File: src/rtl/order_pkg.sv
// order_pkg: shared encodings, ASCII codes, default widths and message length for the order decoder
package order_pkg;
  typedef enum logic [1:0] {MT_ADD = 2'd0, MT_CANCEL = 2'd1, MT_EXEC = 2'd2} msg_type_e;
  typedef enum logic [1:0] {IDLE, COLLECT, EMIT, DISCARD} dec_state_e;
  localparam logic [7:0] ASC_ADD    = 8'h41;
  localparam logic [7:0] ASC_CANCEL = 8'h58;
  localparam logic [7:0] ASC_EXEC   = 8'h45;
  localparam logic [7:0] ASC_BUY    = 8'h42;
  localparam logic [7:0] ASC_SELL   = 8'h53;
  localparam int ID_W_DEF    = 32;
  localparam int PRICE_W_DEF = 32;
  localparam int QTY_W_DEF   = 16;
  function automatic int msg_len(input int id_w, input int price_w, input int qty_w);
    return 2 + id_w / 8 + price_w / 8 + qty_w / 8;
  endfunction
endpackage

File: src/rtl/be_field_shift.sv
// be_field_shift: big-endian byte shift register with a capture register for the finished field
//   clk, rst (async active-low) | shift: take din as next LSB byte | load: capture field into q
//   din: payload byte | q: captured field, held between loads
module be_field_shift #(
  parameter int W = 32
) (
  input  logic         clk,
  input  logic         rst,
  input  logic         shift,
  input  logic         load,
  input  logic [7:0]   din,
  output logic [W-1:0] q
);
  logic [W-1:0] sh, nxt;
  if (W > 8) begin : g_wide
    assign nxt = {sh[W-9:0], din};
  end else begin : g_byte
    assign nxt = din;
  end
  // A load coinciding with a shift captures the field including this cycle's byte
  always_ff @(posedge clk or negedge rst)
    if (!rst) begin
      sh <= '0;
      q  <= '0;
    end else begin
      if (shift) sh <= nxt;
      if (load) q <= shift ? nxt : sh;
    end
endmodule

File: src/rtl/order_msg_decoder.sv
// order_msg_decoder: assembles big-endian order messages from a payload byte stream
//   clk, rst (async active-low) | payload_data/payload_valid: byte stream | packet_done: end of payload
//   msg_valid + msg_type/msg_side/msg_order_id/msg_price/msg_qty: decoded record strobe
//   msg_err: dropped-message strobe
//   MSG_STATS_EN: adds stat_msgs/stat_errs saturating counters of the two strobes
module order_msg_decoder
  import order_pkg::*;
#(
  parameter int ID_W    = ID_W_DEF,
  parameter int PRICE_W = PRICE_W_DEF,
  parameter int QTY_W   = QTY_W_DEF
) (
  input  logic               clk,
  input  logic               rst,
  input  logic [7:0]         payload_data,
  input  logic               payload_valid,
  input  logic               packet_done,
  output logic               msg_valid,
  output logic [1:0]         msg_type,
  output logic               msg_side,
  output logic [ID_W-1:0]    msg_order_id,
  output logic [PRICE_W-1:0] msg_price,
  output logic [QTY_W-1:0]   msg_qty,
  output logic               msg_err
`ifdef MSG_STATS_EN
  ,
  output logic [31:0]        stat_msgs,
  output logic [15:0]        stat_errs
`endif
);
  localparam int MSG_LEN = msg_len(ID_W, PRICE_W, QTY_W);
  localparam int CW = $clog2(MSG_LEN);
  localparam logic [CW-1:0] ID_END    = CW'(ID_W / 8);
  localparam logic [CW-1:0] SIDE_OFF  = CW'(ID_W / 8 + 1);
  localparam logic [CW-1:0] PRICE_END = CW'(ID_W / 8 + 1 + PRICE_W / 8);
  localparam logic [CW-1:0] LAST      = CW'(MSG_LEN - 1);
  dec_state_e state, state_nxt;
  logic [CW-1:0] count, count_nxt;
  msg_type_e type_q, type_code;
  logic side_q, err_nxt, type_ok, side_ok, type_ld, side_ld, last_ld, coll_byte;
  assign type_ok   = payload_data inside {ASC_ADD, ASC_CANCEL, ASC_EXEC};
  assign type_code = payload_data == ASC_ADD ? MT_ADD : payload_data == ASC_CANCEL ? MT_CANCEL : MT_EXEC;
  assign side_ok   = payload_data == ASC_BUY || payload_data == ASC_SELL;
  assign coll_byte = state == COLLECT && payload_valid;
  assign msg_valid = state == EMIT;
  // IDLE and EMIT share the type-byte handling so back-to-back messages need no dead cycle;
  // an error coinciding with packet_done returns straight to IDLE since the packet is over.
  always_comb begin
    state_nxt = state;
    count_nxt = count;
    err_nxt   = 1'b0;
    type_ld   = 1'b0;
    side_ld   = 1'b0;
    last_ld   = 1'b0;
    if (state == COLLECT) begin
      if (payload_valid && count == SIDE_OFF && !side_ok) begin
        err_nxt   = 1'b1;
        state_nxt = packet_done ? IDLE : DISCARD;
      end else if (payload_valid && count == LAST) begin
        last_ld   = 1'b1;
        state_nxt = EMIT;
      end else begin
        side_ld   = payload_valid && count == SIDE_OFF;
        count_nxt = payload_valid ? count + CW'(1) : count;
        err_nxt   = packet_done;
        state_nxt = packet_done ? IDLE : COLLECT;
      end
    end else if (state == DISCARD) begin
      state_nxt = packet_done ? IDLE : DISCARD;
    end else begin
      state_nxt = IDLE;
      if (payload_valid) begin
        type_ld   = type_ok;
        count_nxt = CW'(1);
        err_nxt   = !type_ok || packet_done;
        state_nxt = packet_done ? IDLE : type_ok ? COLLECT : DISCARD;
      end
    end
  end
  always_ff @(posedge clk or negedge rst)
    if (!rst) begin
      state    <= IDLE;
      count    <= '0;
      type_q   <= MT_ADD;
      side_q   <= 1'b0;
      msg_type <= '0;
      msg_side <= 1'b0;
      msg_err  <= 1'b0;
    end else begin
      state   <= state_nxt;
      count   <= count_nxt;
      msg_err <= err_nxt;
      if (type_ld) type_q <= type_code;
      if (side_ld) side_q <= payload_data == ASC_SELL;
      if (last_ld) begin
        msg_type <= type_q;
        msg_side <= side_q;
      end
    end
  be_field_shift #(.W(ID_W)) u_id (
    .clk(clk), .rst(rst), .shift(coll_byte && count <= ID_END), .load(last_ld),
    .din(payload_data), .q(msg_order_id)
  );
  be_field_shift #(.W(PRICE_W)) u_price (
    .clk(clk), .rst(rst), .shift(coll_byte && count > SIDE_OFF && count <= PRICE_END), .load(last_ld),
    .din(payload_data), .q(msg_price)
  );
  be_field_shift #(.W(QTY_W)) u_qty (
    .clk(clk), .rst(rst), .shift(coll_byte && count > PRICE_END), .load(last_ld),
    .din(payload_data), .q(msg_qty)
  );
`ifdef MSG_STATS_EN
  always_ff @(posedge clk or negedge rst)
    if (!rst) begin
      stat_msgs <= '0;
      stat_errs <= '0;
    end else begin
      if (msg_valid && !(&stat_msgs)) stat_msgs <= stat_msgs + 32'd1;
      if (msg_err && !(&stat_errs)) stat_errs <= stat_errs + 16'd1;
    end
`endif
endmodule

File: config.mk
export PLATFORM = sky130hd
export DESIGN_NAME = order_msg_decoder
export DESIGN_NICKNAME = d
export VERILOG_FILES = /design/src/rtl/order_pkg.sv /design/src/rtl/be_field_shift.sv /design/src/rtl/order_msg_decoder.sv
export SDC_FILE = /design/constraint.sdc
export NUM_CORES = 1
export LEC_CHECK = 0
export ABC_AREA = 1
export BUFFER_PORTS_ARGS = -buffer_cell sky130_fd_sc_hd__buf_2
export CAP_MARGIN = 30
export CORE_MARGIN = 10
export CORE_UTILIZATION = 55
export CTS_CLUSTER_DIAMETER = 100
export DETAILED_ROUTE_END_ITERATION = 7
export HOLD_SLACK_MARGIN = 0.05
export PLACE_DENSITY = 0.76
export SETUP_SLACK_MARGIN = 0.1
export SYNTH_ARGS = -nofsm -noshare
export SYNTH_HDL_FRONTEND = slang
export SYNTH_HIERARCHICAL = 1
export SYNTH_SLANG_ARGS = --single-unit
File: constraint.sdc
create_clock -name clk -period 3.3 [get_ports clk]
set_input_delay 0.66 -clock clk [delete_from_list [all_inputs] [get_ports clk]]
set_output_delay 0.66 -clock clk [all_outputs]
set_load 0.1 [all_outputs]
=== Word-level counts from Yosys, hierarchy flattened ===
Index checks and enable logic that the tools add are counted.
W data, S select, Z words.

* Logic and storage cells: 81
* Input port bits: 12
* Register bits after elaboration: 173
* Output and inout bits: 85

* Equal/unequal tests: 13
* Muxes and demuxes: 34
* $lt $le $gt $ge: 4
* Reductions and logical operators: 16
* $add $sub $neg: 1

{| class="wikitable"
|+ Operator list
! operator !! number
|-
| $mux W32 || 2
|-
| $eq A8 B7 Y1 const B || 5
|-
| $mux W4 || 6
|-
| $mux W2 || 10
|-
| $mux W16 || 1
|-
| $mux W1 || 15
|-
| $logic_and A1 B1 Y1 || 8
|-
| $ne A2 B2 Y1 const B || 3
|-
| $reduce_and A5 Y1 || 1
|-
| $add A4 B1 Y4 const B || 1
|-
| $eq A2 B2 Y1 const B || 2
|-
| $eq A4 B3 Y1 const B || 1
|-
| $eq A4 B4 Y1 const B || 1
|-
| $gt A4 B3 Y1 const B || 1
|-
| $gt A4 B4 Y1 const B || 1
|-
| $le A4 B3 Y1 const B || 1
|-
| $le A4 B4 Y1 const B || 1
|-
| $reduce_bool A2 Y1 || 2
|-
| $reduce_bool A3 Y1 || 1
|-
| $eq A2 B1 Y1 const B || 1
|-
| $logic_not A1 Y1 || 2
|-
| $logic_or A1 B1 Y1 || 2
|}

=== Depth between registers and ports, before layout ===
Gate-level depths: netlist (run 1).

* Depth after elaboration: 7
* Mapped depth: 12
* Gate-level depth less buffers: 10

=== By module ===
The synthesis (run 1) kept the hierarchy.

{| class="wikitable"
|+ Modules (own cells, without submodules)
! module !! sequential area each (um^2) !! area each (um^2) !! cells an instance !! times used
|-
| be_field_shift (u_id ...) || 1601.5 || 2705.1 || 312 || 2
|-
| be_field_shift (u_qty) || 800.8 || 1381.3 || 160 || 1
|-
| order_msg_decoder || 325.3 || 908.4 || 133 || 1
|}

=== Worst setup path after synthesis (run 1) ===
No wires, ideal clock.

* Kind: register to output
* Start: register state[1]
* End: output port msg_valid
* Required time: 2640 ps
* Arrival: 1683 ps
* Cell stages (with the launch flop): 3
* Path buffers: 0
* Setup slack: 957 ps
* Path through: dfrtp_1 inv_1 nor2_1

* Longest elaborated chain between the ends: 1

{| class="wikitable"
|+ Ends and longest elaborated chain
! what !! line !! source
|-
| start, declared || order_msg_decoder.sv:37 || <nowiki>dec_state_e state, state_nxt;</nowiki>
|-
| start signal, assigned || order_msg_decoder.sv:90 || <nowiki>state <= state_nxt;</nowiki>
|-
| $eq A2 B2 Y1 || order_msg_decoder.sv:45 || <nowiki>assign msg_valid = state == EMIT;</nowiki>
|-
| end, declared || order_msg_decoder.sv:18 || <nowiki>output logic msg_valid,</nowiki>
|}

No other way between the ends.

=== Worst setup path in the final report (run 1) ===
* Start: register count[0]
* End: register u_price.q[20]

* Longest elaborated chain between the ends: 5
* Elaborated cells on any way between the ends: 13
* Those cells by class: 2 x order compare; 2 x eq/ne; 4 x mux; 5 x reduce/logical

{| class="wikitable"
|+ Ends and longest elaborated chain
! what !! line !! source
|-
| start, declared || order_msg_decoder.sv:38 || <nowiki>logic [CW-1:0] count, count_nxt;</nowiki>
|-
| start signal, assigned || order_msg_decoder.sv:91 || <nowiki>count <= count_nxt;</nowiki>
|-
| $eq A4 B4 Y1 or $eq A4 B3 Y1 (tied branches) || order_msg_decoder.sv:59, order_msg_decoder.sv:56 ||
|-
| $logic_and A1 B1 Y1, on equally long branches || order_msg_decoder.sv:59, order_msg_decoder.sv:56 ||
|-
| $mux W1 or $logic_and A1 B1 Y1 (tied branches) || order_msg_decoder.sv:59, order_msg_decoder.sv:56 ||
|-
| $mux W1 || order_msg_decoder.sv:56 || <nowiki>if (payload_valid && count == SIDE_OFF && !side_ok) begin</nowiki>
|-
| $mux W1 || order_msg_decoder.sv:55 || <nowiki>if (state == COLLECT) begin</nowiki>
|-
| end signal, assigned || be_field_shift.sv:27 || <nowiki>if (load) q <= shift ? nxt : sh;</nowiki>
|-
| end, declared || be_field_shift.sv:12 || <nowiki>output logic [W-1:0] q</nowiki>
|}

Several ways; a longest one is shown, not always the timed one.
A chain may end at the register's enable or synchronous reset.

==> results of run 1 <==
==> cells by family (layout without fill, tap and decap cells) <==
logic type,after synthesis,after routing,synth area share
simple gates,565,565,0.324
buf+inv,165,269,0.0993
xor+xnor,2,2,0.00228
flops,173,173,0.562
fa+ha+maj,4,4,0.00650
compound gates,8,8,0.00617
==> per-layer routing <==
layer	up-vias	track usage
met3	19	0.0545
met4	0	0.0577
met1	2727	0.228
met5	-	0
li1	2921	-
met2	131	0.272
==> worst max-delay path: stages, from the launching register on <==
cell     delay (ns)
dfrtp_1        0.45
inv_1          0.09
ha_1           0.20
nor2_1         0.12
nand2_1        0.08
a21oi_2        0.13
buf_4          0.34
inv_4          0.22
nand2_1        0.16
nand3_1        0.10
nand2_1        0.08
==> flip-flops by register name, indices dropped and copies added (netlist names), 2 cells and up <==
| signal | flops |
|---|---|
| count | 4 |
| type_q | 2 |
| u_id/q | 32 |
| u_price/q | 32 |
| u_id/sh | 32 |
| u_price/sh | 32 |
| u_qty/q | 16 |
| u_qty/sh | 16 |
| state | 2 |
| msg_type | 2 |
==> through the flow <==
step	cells	util	total power, mW	instance area, µm²
after CTS	1201	0.641	4.79	8830
after global routing	1201	0.641	4.95	8830
after global placement	1169	0.599	2.80	8250
after detailed placement	1169	0.599	2.82	8250
final	1201	0.641	4.74	8830
after floorplan	917	-	2.69	7700
==> cell usage in the layout, fill, tap and decap left out, types with 4 or more instances in the layout <==
cell type,count
buf_4,9
clkinv_2,5
buf_2,95
nor2_1,17
clkbuf_16,17
clkbuf_1,4
inv_2,12
ha_1,4
inv_1,116
nand2_1,368
and2_1,80
clkbuf_8,4
dfrtp_1,173
nand3_1,87
==> layout make-up <==
cell class | count | area, µm²
clock buffers | 25 | 495
well taps | 180 | 225
clock inverters | 7 | 85.1
multi-input cells | 579 | 2620
repair buffers | 106 | 574
fillers | 1209 | 4940
flip-flops and latches | 173 | 4330
inverters | 131 | 502
==> power by group through the flow <==
stage                     registers (mW)  logic (mW)  clock network, mW
final                               2.32       0.472               1.95
after global routing                2.33       0.543               2.07
after CTS                           2.32       0.476               1.99
after detailed placement            2.36       0.466                  0
after global placement              2.35       0.451                  0
after floorplan                     2.37       0.319                  0
==> path summary, 6_finish.rpt <==
path                            startpoint            end  slack, ns  depth (start not counted)
worst max-delay path              count[0]  u_price/q[20]       1.26                         10
worst min-delay path                   rst  u_price/q[27]       0.23                          1
worst max register to register    count[0]  u_price/q[20]       1.26                         10
worst min register to register    msg_side       msg_side       0.47                          2
max in group asynchronous              rst   u_qty/sh[13]       2.26                          2
min in group clk                  msg_side       msg_side       0.47                          2
==> qor.yml, run 1 <==
drtIter0Drc: 406
hold_viol_final: 0
start_util: 0.559
tritoncts: "built"
postSynth.topFlopCell: "dfrtp_1"
syn_to_final_growth_pct: 14.7
internal_power_mw: 3.62
fmax_mhz: 489
dpl_worst_slack_ns: 1.20
arrival_ns: 2.40
fp.dieW_um: 138
grt_usage: 0.175
post-route-period-util: 0.620
sw_frac_of_total: 0.237
route.detailed.drc: 0
synth_top_area_frac: 0.562
drv_cap: 0
rows: 43
port_buffers: 96
num_vias: 5798
dr.pass1.iters: 4
run_status: "finished, final reports clean"
crit_type: "flip-flop to flip-flop"
vias_per_cell: 4.83
synth_cell_types: 28
combPwrFrac: 0.099
cts.htree.levels: 4
cts_resized: 0
tritoncts.num_buffers: 17
pin_count: 97
coreArea_mm2: 0.0138
finalWeightedCongestion: 0.815
timing.final.ws_setup_ns: 1.26
grt_pass1_wl_mm: 28.1
cp_data_required_time_ns: 3.66
clock_power_share: 0.412
cts_buffer_depth: 2
yosysWarnings: 6
worst_clock_skew_ns: 0.00578
post-cts-setup-buffers: 0
async_flop_share: 1.00
syn_nets: 933
crit_path_end_kind: "flip-flop"
wirelength_mm: 16.5
highest_layer: "met4"
syn_area_mm2: 0.00770
drive_gt1_frac: 0.158
insertion_delay_ns: 0.42
wl_per_cell_um: 13.8
antenna_found_initial: 0
synthTopCellsByArea: "dfrtp_1 (56%), nand2_1 (18%), and2_1 (6.5%), nand3_1 (5.7%), inv_1 (5.7%)"
diodes: 0
start_kind: "flip-flop"
grt.overflow.total: 0
peakVddDrop_mv: 0.365
met2WireLength_mm: 7.73
ys_top_cells_by_count: "nand2_1 (368), dfrtp_1 (173), inv_1 (116)"
path_max_fanout: 33
cts_sinks: 173
ys_seq_area_frac: 0.562
die-area_mm2: 0.0191
avgSynthCellArea_um2: 8.40
netSwitchingPower_mw: 1.12
timing.final.crit_period_ns: 2.04
worst_pin_slew_ns: 0.619
finalSetupTns_ns: 0
nets: 1024
power_density_mw_per_mm2: 537
synth_cells: 917
grt_pass1_vias: 5748
slew-limit-headroom: 0.587
root_buffer: "clkbuf_16"
dpl.hpwl_mm: 11.0
rsz0062_at_grt: "no"
ant_nets: 0
synth_most_common_cell: "nand2_1"
p_leak_nw: 5.01
met3_length_um: 892
drt-met1-wl_mm: 7.65
seqPwrFrac: 0.489
synth_edf_count: 0
ctsHoldBuffers: 0
grt_max_degree: 68
die_h_um: 138
path_clk_slew_ns: 0.06
setup_viol: 0
yosysTopAreaCell: "dfrtp_1"
holdWs_ns: 0.228
slew_violations: 0
yosys_register_bits: 173
hp-class: "input pin to asynchronous set/reset pin"
Note: power is estimated with default switching activity, not from simulation.
==> inputs of run 2 (changes only) <==
--- a/config.mk
+++ b/config.mk
@@ -9,7 +9,7 @@
 export BUFFER_PORTS_ARGS = -buffer_cell sky130_fd_sc_hd__buf_2
 export CAP_MARGIN = 30
 export CORE_MARGIN = 10
-export CORE_UTILIZATION = 55
+export CORE_UTILIZATION = 52
 export CTS_CLUSTER_DIAMETER = 100
 export DETAILED_ROUTE_END_ITERATION = 7
 export HOLD_SLACK_MARGIN = 0.05
==> constraint.sdc (replaced) <==
create_clock -name clk -period 1.8 [get_ports clk]
set_input_delay 0.36 -clock clk [delete_from_list [all_inputs] [get_ports clk]]
set_output_delay 0.36 -clock clk [all_outputs]
set_load 0.1 [all_outputs]
==> qor.yml, run 2 (synthesis results as in run 1) <==
run_status: "finished, final reports clean"
postLayoutCoreUtil: 0.654  # +0.0130
power_density_mw_per_mm2: 931  # +73%
slew-limit-headroom: 0.655  # +0.0682
grt_util_met2: 0.269  # -0.00342
drv_cap: 0  # unchanged
path_clk_slew_ns: 0.07  # about the same
arrival_ns: 2.04  # -0.36 ns
finalWeightedCongestion: 0.836  # +2.6%
peakVddDrop_mv: 0.709  # +94%
busiest_layer: "met2"
p_leak_nw: 5.24  # +4.4%
seqPwrFrac: 0.479  # -0.010
antenna_found_initial: 0  # unchanged
diodes: 0  # unchanged
hp-class: "input pin to flip-flop"
grt_pass1_wl_mm: 28.6  # +1.8%
rsz0062_at_grt: "yes"
multi_input_area_mm2: 0.00276  # +5.4%
start_util: 0.530  # -0.0293
internal_power_mw: 6.62  # +83%
cp_data_required_time_ns: 2.12  # -1.54 ns
cts.htree.levels: 4  # unchanged
fp.dieW_um: 142  # +2.4%
grt_pass1_vias: 5880  # +2.3%
use_met3: 0.0511  # -0.00338
port_buffers: 96  # unchanged
holdWs_ns: 0.199  # -0.0291 ns
wirelength_mm: 18.2  # +9.9%
combPwrFrac: 0.111  # +0.012
crit_type: "flip-flop to flip-flop"
dp_cells: 1189  # +1.7%
finalSetupTns_ns: 0  # unchanged
clock_power_share: 0.410  # -0.002
ant_nets: 0  # unchanged
tritoncts.num_buffers: 17  # unchanged
regArea_mm2: 0.00433  # about the same
drtIter0Drc: 322  # -21%
grt_usage: 0.175  # -0.000315
rows: 44  # +2.3%
cts_buffer_depth: 2  # unchanged
start_kind: "flip-flop"
hold_viol_final: 0  # unchanged
tritoncts: "built"
wl_per_cell_um: 14.7  # +7.2%
grt.overflow.total: 0  # unchanged
dpl.hpwl_mm: 11.5  # +5.2%
die-area_mm2: 0.0201  # +4.9%
layout_commonest_cell: "nand2_1"
final_cell_mix: "nand2_1 (358), dfrtp_1 (172), inv_1 (113), buf_2 (94), and2_1 (80)"
root_buffer: "clkbuf_16"
crit_path_end_kind: "flip-flop"
die_h_um: 142  # +2.4%
grt_max_degree: 51  # -25%
sw_frac_of_total: 0.253  # +0.0156
worst_clock_skew_ns: 0.00967  # +0.00389 ns
vias_per_cell: 4.89  # +1.4%
drive_gt1_frac: 0.209  # +0.0513
path_max_fanout: 7  # -79%
setup_viol: 0  # unchanged
fmax_mhz: 579  # +18%
slew_violations: 0  # unchanged
timing.final.crit_period_ns: 1.73  # -0.319 ns
route.detailed.drc: 0  # unchanged
syn_to_final_growth_pct: 23.4
num_vias: 6030  # +4.0%
dr.pass1.iters: 5  # +1
netSwitchingPower_mw: 2.24  # +99%
nets: 1051  # +2.6%
instances_no_fill: 1232  # +2.6%
grtUsageMet1: 0.229  # +0.00108
coreArea_mm2: 0.0145  # +5.5%
cts_sinks: 173  # unchanged
insertion_delay_ns: 0.43  # about the same
fill_cells: 1203  # -0.50%
post-route-period-util: 0.959  # +0.339
worst_pin_slew_ns: 0.520  # -0.0987 ns
pin_count: 97  # unchanged
[run 2: cell count changes in the layout (fill, tap and decap cells not counted), sizes merged]
cell	change
buf	+21
clkinv	-2
clkinvlp	+4
dlygate4sd3	+1
inv	+3
[run 2: area by class of cell]
type,count,share of cell area
sequential,173,0.456
multi-input combinational,579,0.290
timing repair buffer,133,0.114
inverter,131,0.0548
clock buffer,20,0.0470
tap,184,0.0242
clock inverter,12,0.0145
[run 2: per-layer routing]
metal | vias up | wire, µm
li1 | 2972 | -
met4 | 0 | 307
met1 | 2883 | 8010
met5 | - | 0
met2 | 149 | 8730
met3 | 26 | 1120
[run 2: critical path, stage by stage, from the launching register on]
cell,delay [ns]
dfrtp_1,0.39
inv_2,0.06
ha_2,0.19
nor2_4,0.12
nand2_1,0.10
a21oi_4,0.18
buf_12,0.17
buf_6,0.14
nand2_1,0.08
nand3_1,0.12
nand2_1,0.07
[run 2: worst paths after layout]
path | from | cells after the start | endpoint | slack, ns
worst max-delay path | count[0] | 10 | u_price/q[11] | 0.07
worst min-delay path | packet_done | 3 | msg_err | 0.20
worst max register to register | count[0] | 10 | u_price/q[11] | 0.07
worst min register to register | u_id/q[20] | 2 | u_id/q[20] | 0.47
max in group asynchronous | rst | 3 | count[2] | 0.76
min in group asynchronous | rst | 2 | u_price/q[26] | 0.41
[run 2: timing repair]
item                       4_1_cts  5_1_grt
hold buffers                     1        0
setup endpoints to repair       39      162
buffers inserted                 0        4
gates resized for setup          6       54
cloned                           0        6
pin swaps                        1        7
hold endpoints to repair        35        0
[run 2: power by group through the flow]
stage | combinational, mW | sequential (mW) | clock, mW
floorplan | 0.585 | 4.34 | 0
global placement | 0.877 | 4.30 | 0
detailed placement | 0.902 | 4.31 | 0
CTS | 0.925 | 4.24 | 3.68
global route | 1.11 | 4.26 | 3.85
finish | 0.981 | 4.24 | 3.63
[run 2: stage by stage]
stage | total power, mW | instance area (µm²) | setup slack, ns
after floorplan | 4.93 | 7700 | 0.136
after global placement | 5.18 | 8530 | 0.123
after detailed placement | 5.21 | 8530 | 0.0669
after CTS | 8.85 | 9140 | 0.0779
after global routing | 9.22 | 9510 | 0.00591
final | 8.85 | 9510 | 0.0739
